`src/rtl/coin_acceptor_if.sv`:
```
`default_nettype none
// ============================================================================
// Module : coin_acceptor_if
// Brief  : Sensor inputs and coin-code outputs of the coin acceptor front end.
// Rev    : 1.0  initial release
// ============================================================================
interface coin_acceptor_if;
  logic       sens5;
  logic       sens10;
  logic       accept_en;
  logic [1:0] coin;
  logic       reject;
  logic       jam;
  logic [2:0] state_present;

  // master: sensor / enable side; slave: the acceptor itself
  modport master (
    output sens5, sens10, accept_en,
    input  coin, reject, jam, state_present
  );

  modport slave (
    input  sens5, sens10, accept_en,
    output coin, reject, jam, state_present
  );
endinterface
`default_nettype wire

```
`src/rtl/coin_acceptor.sv`:
```
`default_nettype none
// ============================================================================
// Module : coin_acceptor
// Brief  : Synchronizes, debounces and locks out two coin chutes; emits a
//          one-cycle coin code, reject pulse, or jam level.
// Rev    : 1.0  initial release
// ============================================================================
module coin_acceptor #(
  parameter int DEB_CYCLES     = 4,
  parameter int LOCKOUT_CYCLES = 8,
  parameter int JAM_CYCLES     = 64
) (
  input  logic            clk,
  input  logic            rst,
  coin_acceptor_if.slave  bus
);

  localparam int c_MAX_DL  = (DEB_CYCLES > LOCKOUT_CYCLES) ? DEB_CYCLES : LOCKOUT_CYCLES;
  localparam int c_MAX_ALL = (c_MAX_DL > JAM_CYCLES) ? c_MAX_DL : JAM_CYCLES;
  localparam int c_CNT_W   = $clog2(c_MAX_ALL + 1);

  localparam logic [c_CNT_W-1:0] c_ONE       = c_CNT_W'(1);
  localparam logic [c_CNT_W-1:0] c_CNT_MAX   = '1;
  localparam logic [c_CNT_W-1:0] c_DEB_LAST  = c_CNT_W'(DEB_CYCLES - 1);
  localparam logic [c_CNT_W-1:0] c_LOCK_LAST = c_CNT_W'(LOCKOUT_CYCLES - 1);
  localparam logic [c_CNT_W-1:0] c_JAM_LAST  = c_CNT_W'(JAM_CYCLES - 1);

  typedef enum logic [2:0] {
    S_IDLE     = 3'd0,
    S_QUAL     = 3'd1,
    S_EMIT     = 3'd2,
    S_WAIT_REL = 3'd3,
    S_LOCK     = 3'd4,
    S_JAM      = 3'd5
  } state_e;

  state_e               state_q;
  logic [c_CNT_W-1:0]   cnt_q;
  logic [c_CNT_W-1:0]   cnt_inc_d;
  logic [1:0]           sync5_q;
  logic [1:0]           sync10_q;
  logic                 sel_q;      // 0 = 5-unit coin, 1 = 10-unit coin
  logic [1:0]           coin_q;
  logic                 reject_q;
  logic                 jam_q;
  logic                 s5;
  logic                 s10;
  logic                 sel_hi;
  logic                 other_hi;

  assign s5        = sync5_q[1];
  assign s10       = sync10_q[1];
  assign sel_hi    = sel_q ? s10 : s5;
  assign other_hi  = sel_q ? s5 : s10;
  assign cnt_inc_d = (cnt_q == c_CNT_MAX) ? cnt_q : cnt_q + c_ONE;

  always_ff @(posedge clk) begin
    if (!rst) begin
      sync5_q  <= 2'b00;
      sync10_q <= 2'b00;
      state_q  <= S_IDLE;
      cnt_q    <= '0;
      sel_q    <= 1'b0;
      coin_q   <= 2'b00;
      reject_q <= 1'b0;
      jam_q    <= 1'b0;
    end else begin
      sync5_q  <= {sync5_q[0], bus.sens5};
      sync10_q <= {sync10_q[0], bus.sens10};
      coin_q   <= 2'b00;
      reject_q <= 1'b0;

      case (state_q)
        S_IDLE: begin
          if (s5 && s10) begin
            state_q <= S_JAM;
            cnt_q   <= '0;
            jam_q   <= 1'b1;
          end else if (s5) begin
            state_q <= S_QUAL;
            sel_q   <= 1'b0;
            cnt_q   <= c_ONE;
          end else if (s10) begin
            state_q <= S_QUAL;
            sel_q   <= 1'b1;
            cnt_q   <= c_ONE;
          end
        end
        S_QUAL: begin
          if (other_hi) begin
            state_q <= S_JAM;
            cnt_q   <= '0;
            jam_q   <= 1'b1;
          end else if (!sel_hi) begin
            state_q <= S_IDLE;
            cnt_q   <= '0;
          end else if (cnt_q == c_DEB_LAST) begin
            // outputs are registered, so the EMIT-cycle pulse is loaded here
            state_q <= S_EMIT;
            if (bus.accept_en) coin_q <= sel_q ? 2'b10 : 2'b01;
            else               reject_q <= 1'b1;
          end else begin
            cnt_q <= cnt_inc_d;
          end
        end
        S_EMIT: begin
          state_q <= S_WAIT_REL;
          cnt_q   <= '0;
        end
        S_WAIT_REL: begin
          if (!s5 && !s10) begin
            state_q <= S_LOCK;
            cnt_q   <= '0;
          end else if (cnt_q == c_JAM_LAST) begin
            state_q <= S_JAM;
            cnt_q   <= '0;
            jam_q   <= 1'b1;
          end else begin
            cnt_q <= cnt_inc_d;
          end
        end
        S_LOCK: begin
          if (cnt_q == c_LOCK_LAST) begin
            state_q <= S_IDLE;
            cnt_q   <= '0;
          end else begin
            cnt_q <= cnt_inc_d;
          end
        end
        S_JAM: begin
          if (s5 || s10) begin
            cnt_q <= '0;
          end else if (cnt_q == c_DEB_LAST) begin
            state_q <= S_IDLE;
            cnt_q   <= '0;
            jam_q   <= 1'b0;
          end else begin
            cnt_q <= cnt_inc_d;
          end
        end
        default: begin
          state_q <= S_IDLE;
          cnt_q   <= '0;
          jam_q   <= 1'b0;
        end
      endcase
    end
  end

  assign bus.coin          = coin_q;
  assign bus.reject        = reject_q;
  assign bus.jam           = jam_q;
  assign bus.state_present = state_q;

endmodule
`default_nettype wire

```
`src/flat_wrapper.sv`:
```
// flat-port wrapper written by rule: the top's interface ports become plain ports
module coin_acceptor_flat 
#(
  parameter int DEB_CYCLES     = 4,
  parameter int LOCKOUT_CYCLES = 8,
  parameter int JAM_CYCLES     = 64
)
  (clk, rst, bus_sens5, bus_sens10, bus_accept_en, bus_coin, bus_reject, bus_jam, bus_state_present);
  coin_acceptor_if bus_i ();
  input  logic clk;
  input  logic rst;
  input wire logic [$bits(bus_i.sens5)-1:0] bus_sens5;
  input wire logic [$bits(bus_i.sens10)-1:0] bus_sens10;
  input wire logic [$bits(bus_i.accept_en)-1:0] bus_accept_en;
  output wire logic [$bits(bus_i.coin)-1:0] bus_coin;
  output wire logic [$bits(bus_i.reject)-1:0] bus_reject;
  output wire logic [$bits(bus_i.jam)-1:0] bus_jam;
  output wire logic [$bits(bus_i.state_present)-1:0] bus_state_present;
  assign bus_i.sens5 = bus_sens5;
  assign bus_i.sens10 = bus_sens10;
  assign bus_i.accept_en = bus_accept_en;
  assign bus_coin = bus_i.coin;
  assign bus_reject = bus_i.reject;
  assign bus_jam = bus_i.jam;
  assign bus_state_present = bus_i.state_present;
  coin_acceptor #(.DEB_CYCLES(DEB_CYCLES), .LOCKOUT_CYCLES(LOCKOUT_CYCLES), .JAM_CYCLES(JAM_CYCLES)) u_core (.clk(clk), .rst(rst), .bus(bus_i));
endmodule
```
`config.mk`:
```
export PLATFORM = sky130hd
export DESIGN_NAME = coin_acceptor_flat
export DESIGN_NICKNAME = d
export VERILOG_FILES = /design/src/rtl/coin_acceptor_if.sv /design/src/rtl/coin_acceptor.sv /design/src/flat_wrapper.sv
export SDC_FILE = /design/constraint.sdc
export NUM_CORES = 1
export LEC_CHECK = 0
export BUFFER_PORTS_ARGS = -buffer_cell sky130_fd_sc_hd__buf_2
export CAP_MARGIN = 20
export CORE_ASPECT_RATIO = 0.75
export CORE_MARGIN = 2
export CORE_UTILIZATION = 40
export DETAILED_ROUTE_END_ITERATION = 6
export GPL_TIMING_DRIVEN = 0
export PLACE_DENSITY = 0.58
export RECOVER_POWER = 100
export SETUP_SLACK_MARGIN = 0.2
export SLEW_MARGIN = 20
export SYNTH_ARGS = -nofsm -noshare
export SYNTH_HDL_FRONTEND = slang
export SYNTH_SLANG_ARGS = --single-unit
```
`constraint.sdc`:
```
create_clock -name clk -period 2.88 [get_ports clk]
set_clock_uncertainty 0.05 [all_clocks]
set_input_delay 0.576 -clock clk [delete_from_list [all_inputs] [get_ports clk]]
set_output_delay 0.576 -clock clk [all_outputs]
set_load 0.02 [all_outputs]
```
; After elaboration in Yosys (flattened, before gate mapping)
; Cells that the tools add are included.
[classes]
bitwise = 7
addsub = 1
n_eq_ne = 20
reduce_logical = 14
n_mux = 38
[op_table]
columns = cell, count
row1 = 7-bit 2-to-1 mux, 12
row2 = 7-bit one-hot mux with 5 select lines, 1
row3 = 3-bit 2-to-1 mux, 11
row4 = 3-bit one-hot mux with 6 select lines, 1
row5 = 1-bit 2-to-1 mux, 11
row6 = "2-bit by 1-bit inequality test with 1-bit output, second input constant", 5
row7 = "4-bit inequality test, second input constant", 2
row8 = "7-bit by 1-bit adder with 7-bit output, second input constant", 1
row9 = "7-bit by 2-bit == test with 1-bit output, second input constant", 1
row10 = "7-bit by 3-bit == test with 1-bit output, second input constant", 1
row11 = "7-bit by 6-bit == test with 1-bit output, second input constant", 1
row12 = "7-bit == test, second input constant", 1
row13 = 1-bit NOT, 7
row14 = 7-bit AND reduction, 1
row15 = "3-bit by 2-bit == test with 1-bit output, second input constant", 2
row16 = "3-bit == test, second input constant", 2
row17 = 6-bit AND reduction, 1
row18 = 6-bit OR reduction, 1
row19 = 1-bit one-hot mux with 5 select lines, 1
row20 = 5-bit OR reduction, 1
row21 = "2-bit inequality test, second input constant", 2
row22 = "4-bit by 1-bit inequality test with 1-bit output, second input constant", 1
row23 = "3-bit by 1-bit == test with 1-bit output, second input constant", 1
row24 = 3-bit logical NOT, 1
row25 = 9 further kinds, 11
[totals]
output_inout_bits = 7
word_cells = 88
reg_bits = 19
input_bits = 5

; Depth between registers and ports, before layout
; Gate-level depths: netlist of run 1.
[logic_depth]
depth_word = 6
mapped_depth = 7
mapped_depth_nobuf = 7

; Least setup slack after synthesis of run 1
; Ideal clock, no wire load.
[synth_path]
path_type = reg-to-reg
startpoint = register u_core.sync10_q[1]
endpoint = register u_core.cnt_q[2]
setup_time_ns = 0.088
path_slack_ns = 0.816
t_arrival_ns = 1.926
t_required_ns = 2.742
n_path_buf = 0
path_stages_with_launch = 8
period_less_slack_ns = 2.064
path_cell_list = dfxtp_1 -> inv_1 -> ha_1 -> nor4bb_1 -> o31ai_1 -> o2111ai_2 -> or3b_4 -> o32ai_2
[synth_via]
elab_chain_len = 4
elab_cells_between_ends = 15
classes_between = eq/ne (2) / mux (8) / reduce/logical (5)
[synth_rtl]
columns = element, line_no
row1 = "start, declared", coin_acceptor.sv:41  ; logic [1:0] sync10_q;
row2 = "start signal, assigned", coin_acceptor.sv:69  ; sync10_q <= {sync10_q[0], bus.sens10};
row3 = 1-bit 2-to-1 mux / 1-bit logical NOT (equally long branches), "coin_acceptor.sv:53, coin_acceptor.sv:111"
row4 = 7-bit 2-to-1 mux / 1-bit logical AND (equally long branches), "coin_acceptor.sv:94, coin_acceptor.sv:111"
row5 = "7-bit 2-to-1 mux, on equally long branches", "coin_acceptor.sv:90, coin_acceptor.sv:111"
row6 = 7-bit one-hot mux with 5 select lines, coin_acceptor.sv:73  ; case (state_q)
row7 = "end signal, assigned", coin_acceptor.sv:82  ; cnt_q <= c_ONE;
row8 = "end signal, assigned", coin_acceptor.sv:86  ; cnt_q <= c_ONE;
row9 = "end signal, assigned", coin_acceptor.sv:103  ; cnt_q <= cnt_inc_d;
row10 = "end, declared", coin_acceptor.sv:38  ; logic [c_CNT_W-1:0] cnt_q;
; Parallel ways exist; a longest one is shown, timed or not.
; A chain may end at the register's enable or synchronous reset.

; Worst setup path after layout of run 1
; Same ends and word-level chain as after synthesis.

==> flow_summary_export.csv, run 1 <==
group,metric,value,unit
status,status,"finished, final reports clean",
clocking,clockBufferDepth,2,
logic_synthesis,synth_ff_type,"dfxtp_1",
sta,maxSlewHeadroom,59.32,%
global_routing,grt_pass1_wl,4643,um
floorplanning,ios,12,
logic_synthesis,syn_nets,151,
logic_synthesis,synthArstFlopShare,0,%
finish,fill_cells,278,
logic_synthesis,synthCells,142,
clocking,clock-sinks,19,
routing,vias,1143,
power,post-layout-total-power,562.2,uW
routing,totalWireLength,2826,um
logic_synthesis,yosys.area.top_type,"dfxtp_1",
sta,drv_slew,0,
worst_setup_path,reg2reg_from,"u_core.sync10_q[1]",
worst_setup_path,reg2reg_depth,7,
routing,drt_iter0_drc,156,
global_routing,grt_max_degree,13,
worst_setup_path,rr_endpoint,"u_core.cnt_q[2]",
logic_synthesis,yosysTopAreaCellShare,32.48,%
placement,hpwl,2124,um
floorplanning,die_x,66.48,um
global_routing,grt_util_all_layers,18.25,%
routing,drt-pass1-iter-count,4,
floorplanning,dieArea,0.003381,mm2
sta,fin_crit,2535,ps
clocking,cts_tree,"built",
sta,period_share,88.04,%
finish,diodes,0,
floorplanning,die_y,50.86,um
logic_synthesis,ys_seq_elements,19,
sta,final_hold_viol_count,0,
clocking,clk_pin_slew_worst_paths,80,ps
sta,tightest_slew,601.7,ps
routing,avgRoutedWirePerCell,14.72,um
placement,routabilityCongestion,0.8307,
sta,fin_tns_setup,0,ps
worst_setup_path,critPathLaunch,"u_core.sync10_q[1]",
logic_synthesis,syn_area,0.001171,mm2
clocking,cts_max_level,1,
floorplanning,design.core.area,0.002703,mm2
clocking,holdBufCountCts,0,
sta,final-setup-viol-count,0,
worst_setup_path,crit_path_end_kind,"register",
worst_hold_path,hold_class,"reg2reg",
routing,route.detailed.drc,0,
finish,syn2layout_area_growth,9.615,%
logic_synthesis,synth-edff-count,0,
clocking,root_buffer,"clkbuf_8",
logic_synthesis,syn-mean-instance-area,8.247,um2
worst_setup_path,r2r_setup_slack,340,ps
power,vdd_drop_max,0.2401,mV
worst_setup_path,cp.arrival,2660,ps
finish,drive_above_1_share,8.333,%
logic_synthesis,ys_types,49,
logic_synthesis,ys_top_cells_by_area,"dfxtp_1 (32%), ha_1 (4.3%), a21oi_1 (3.8%), o21ai_0 (3.8%), nor2_1 (3.8%)",
logic_synthesis,yosysSeqAreaShare,32.48,%
clocking,cts_resized,0,
clocking,cts_setup_buffers,0,
finish,final_nets,166,
power,powerDensity,437.9,mW/mm2
finish,mostFrequentLayoutCell,"dfxtp_1",
clocking,cts_inserted_buffers,3,
global_routing,grt_pass1_vias,1018,
placement,port_buffers,10,
run,drv_cap,0,
power,p_leak,0.4326,nW
logic_synthesis,synth_warnings,0,
global_routing,overflow,0,
worst_setup_path,critPathCapture,"u_core.cnt_q[2]",
worst_setup_path,crit_type,"reg2reg",
floorplanning,fp-row-count,16,
routing,viasPerCell,5.953,
finish,final_cell_mix,"dfxtp_1 (19), nor2_1 (12), clkbuf_1 (11)",
routing,ant_nets,0,
floorplanning,start_util,43.33,%
worst_setup_path,cp.required,3000,ps
clocking,clock_latency,260,ps
sta,rsz0062_at_grt,"no",
worst_setup_path,worstPathMaxFanout,8,
worst_setup_path,start_kind,"register",
sta,fmax,394.4,MHz
global_routing,antenna_found_initial,0,
## Yosys cell counts (2+ instances only)
library cell	n
nor2_1	12
nor2b_1	2
and3_1	2
nand3b_1	2
nand2_1	9
o211a_1	2
clkbuf_1	4
inv_1	5
nand3_1	8
dfxtp_1	19
a21oi_1	9
o22ai_1	2
o21ai_1	4
nand2b_1	3
ha_1	4
o21bai_1	2
nor3b_1	2
o21ai_0	9
nor4_1	3
nor3_1	3
and2_1	7
o31ai_1	2
## per-stage QoR
step                cells  setup slack (ps)  cell area, um2  hold WS (ps)  util [%]
floorplan             142             815.9            1171         361.9         -
global placement      188             495.4            1266         364.9     46.85
detailed placement    188             495.5            1266         372.8     46.85
CTS                   192             459.4            1315         392.7     48.66
global route          192             175.8            1284         411.3     47.50
finish                192             344.6            1284         387.2     47.50
## routing by layer
metal	vias to the layer above	share of wire (%)	GRT usage [%]
li1	561	-	-
met1	542	50	25.24
met2	35	44	28.50
met3	5	5.6	4.185
met4	0	0.81	5.102
met5	-	0	0
## power by group
| group | internal, mW | total, mW | switching, mW |
|---|---|---|---|
| Sequential | 0.272 | 0.283 | 0.0108 |
| Clock | 0.0976 | 0.195 | 0.0977 |
| Combinational | 0.0326 | 0.0837 | 0.0512 |
| Total | 0.403 | 0.562 | 0.160 |
## area by class of cell
type                       count  area (um2)  share of cell area (%)
buffer                         5       20.02                   1.559
clock buffer                   3       41.29                   3.216
clock inverter                 1       7.507                  0.5848
inverter                       6       22.52                   1.754
multi-input combinational    112       725.7                   56.53
sequential                    19       380.4                   29.63
tap                           36       45.04                   3.509
timing repair buffer          10       41.29                   3.216
## cells by family (layout without fill, tap and decap cells)
family | count (synthesis) | count (layout) | synth area share (%)
xor gates and xnor gates | 1 | 1 | 0.7480
muxes | 2 | 2 | 1.816
adders and majority gates | 4 | 4 | 4.274
DFF | 19 | 19 | 32.48
AOI/OAI and AO/OA | 47 | 47 | 29.38
and+or+nand+nor | 58 | 58 | 27.67
buffers and inverters | 11 | 25 | 3.632
## registers in the layout, indices dropped and copies added, names as in the netlist
signal,count
u_core.bus.reject,1
u_core.cnt_q,7
u_core.bus.coin,2
u_core.sync10_q,2
u_core.bus.state_present,3
u_core.bus.jam,1
u_core.sel_q,1
u_core.sync5_q,2
## worst min path at each step
stage	start	to	slack, ps	cells after the start
global placement	u_core.sync10_q[0]	u_core.sync10_q[1]	360	1
CTS	u_core.sync5_q[0]	u_core.sync5_q[1]	390	1
finish	u_core.sync5_q[0]	u_core.sync5_q[1]	390	1
global route	u_core.sync5_q[0]	u_core.sync5_q[1]	410	1
detailed placement	u_core.sync5_q[0]	u_core.sync5_q[1]	370	1
floorplan	u_core.sync10_q[0]	u_core.sync10_q[1]	360	1
## critical path: stages (launching register included)
cell and delay (ps):
dfxtp_1 410, inv_1 70, ha_1 300, nor4bb_1 400, o31ai_1 220, o2111ai_1 210, or3b_1 480, o32ai_1 300
(Power assumes the default switching activity.)
==> run 2, diff against run 1 <==
==> constraint.sdc (replaced) <==
create_clock -name clk -period 2.4 [get_ports clk]
set_clock_uncertainty 0.05 [all_clocks]
set_input_delay 0.48 -clock clk [delete_from_list [all_inputs] [get_ports clk]]
set_output_delay 0.48 -clock clk [all_outputs]
set_load 0.02 [all_outputs]
==> flow_summary_export.csv, run 2 (synthesized netlist as in run 1, its figures left out) <==
group,metric,value,unit
power,clkPwrFrac,34.7,%
worst_setup_path,start_kind,"register",
clocking,cts_tree,"built",
clocking,cts_inserted_buffers,3,
routing,drt_iter0_drc,132,
clocking,clock_latency,260,ps
finish,fin_cells,193,
clocking,holdBufCountCts,0,
power,p_switching,196.6,uW
finish,diodes,0,
sta,maxSlewHeadroom,65.07,%
sta,final.setup.worst_slack,237.6,ps
sta,period_share,90.10,%
global_routing,grt_pass1_vias,1046,
finish,mostFrequentLayoutCell,"dfxtp_1",
placement,dpl.cell_count,188,
floorplanning,die_x,66.48,um
power,vdd_drop_max,0.2926,mV
worst_hold_path,holdPathStages,2,
routing,totalWireLength,2919,um
worst_setup_path,cpMaxStageDelayCell,"or3b_1",
power,powerDensity,507.8,mW/mm2
global_routing,antenna_found_initial,0,
sta,whs,346.1,ps
placement,hpwl,2124,um
worst_setup_path,reg2reg_from,"u_core.sync5_q[1]",
finish,top_register,"u_core.cnt_q",
routing,vias,1146,
clocking,clockBufferDepth,2,
floorplanning,ios,12,
global_routing,grt_util_all_layers,18.81,%
routing,avgRoutedWirePerCell,15.12,um
finish,syn2layout_area_growth,14.96,%
global_routing,grt_max_degree,13,
worst_setup_path,crit_type,"reg2reg",
sta,drv_slew,0,
worst_hold_path,worst_hold_path.endpoint,"u_core.bus.reject",
worst_setup_path,cp_top_family,"simple AND/OR/NAND/NOR gates",
power,post-layout-total-power,683.6,uW
worst_setup_path,cp.arrival,2290,ps
power,p_leak,0.4485,nW
floorplanning,fp-row-count,16,
routing,route.detailed.drc,0,
worst_setup_path,r2r_setup_slack,240,ps
worst_setup_path,worstPathMaxFanout,8,
floorplanning,dieArea,0.003381,mm2
worst_setup_path,cpPeakStageDelay,480,ps
routing,ant_nets,0,
clocking,cts_max_level,1,
sta,rsz0062_at_grt,"yes",
worst_hold_path,hold_class,"in2reg",
worst_hold_path,worstHoldStart,"bus_accept_en",
sta,fin_tns_setup,0,ps
clocking,clock-sinks,19,
floorplanning,die_y,50.86,um
finish,fill_cells,271,
worst_setup_path,critPathLaunch,"u_core.sync5_q[1]",
sta,final_hold_viol_count,0,
status,status,"finished, final reports clean",
sta,final-setup-viol-count,0,
worst_setup_path,rr_endpoint,"u_core.cnt_q[2]",
routing,drt-pass1-iter-count,4,
placement,routabilityCongestion,0.8307,
placement,dp_slack,15.50,ps
clocking,clk_pin_slew_worst_paths,80,ps
finish,multi_input_area,778.2,um2
sta,fin_crit,2162,ps
worst_setup_path,cp.required,2530,ps
worst_setup_path,reg2reg_depth,7,
clocking,root_buffer,"clkbuf_8",
floorplanning,start_util,43.33,%
sta,fmax,462.4,MHz
power,swShare,28.75,%
global_routing,grt_pass1_wl,4774,um
global_routing,overflow,0,
worst_setup_path,crit_path_end_kind,"register",
finish,largest_reg_flops,7,
routing,viasPerCell,5.938,
placement,port_buffers,10,
power,seqPwrFrac,49.8,%
worst_setup_path,critical_path.cell_chain,"inv_1 > ha_4 > nor4bb_4 > o31ai_2 > o2111ai_2 > or3b_1 > o32ai_2",
run,drv_cap,0,
finish,final_cell_mix,"dfxtp_1 (17), nor2_1 (12), clkbuf_1 (11)",
finish,final_nets,167,
floorplanning,design.core.area,0.002703,mm2
power,combPwrFrac,15.5,%
finish,drive_above_1_share,14.01,%
worst_setup_path,path_buf_inv,1,
power,p_int,487.0,uW
finish,regArea,382.9,um2
sta,tightest_slew,520.5,ps
run 2: power groups by stage:
stage	sequential (mW)	combinational, mW	clock (mW)
after floorplan	0.350	0.0709	0
after global placement	0.347	0.100	0
after detailed placement	0.347	0.102	0
after CTS	0.340	0.105	0.243
after global routing	0.343	0.116	0.257
final	0.340	0.106	0.237
run 2: area by class of cell:
class | instances | area share, %
Inverter | 6 | 1.673
Clock inverter | 1 | 0.5576
Tap cell | 36 | 3.346
Multi-Input combinational cell | 112 | 57.81
Clock buffer | 3 | 3.067
Timing Repair Buffer | 11 | 3.625
Sequential cell | 19 | 28.44
Buffer | 5 | 1.487
run 2: how the worst max path moves through the flow:
| stage | endpoint | cells after the start |
|---|---|---|
| 5_1_grt | u_core.cnt_q[2] | 7 |
| 4_1_cts | u_core.cnt_q[2] | 7 |
| 3_5_place_dp | u_core.cnt_q[2] | 7 |
| 2_1_floorplan | u_core.cnt_q[2] | 7 |
| 6_report | u_core.cnt_q[2] | 7 |
| 3_3_place_gp | u_core.cnt_q[2] | 7 |
run 2: through the flow:
stage                     utilization [%]  instance area [um2]
after floorplan                         -                 1171
after global placement              46.85                 1266
after detailed placement            46.85                 1266
after CTS                           49.58                 1340
after global routing                49.81                 1346
final                               49.81                 1346
run 2: layer usage:
| metal | vias to the layer above | share of wire (%) | track usage (%) |
|---|---|---|---|
| li1 | 564 | - | - |
| met1 | 542 | 49 | 24.97 |
| met2 | 35 | 45 | 30.83 |
| met3 | 5 | 5.0 | 4.185 |
| met4 | 0 | 0.79 | 5.102 |
| met5 | - | 0 | 0 |
run 2: what timing repair did:
item / 4_1_cts / 5_1_grt
endpoints found under the setup margin: 4 / 5
setup buffers: 0 / 1
resized for setup: 6 / 3
pin swaps: 1 / 1
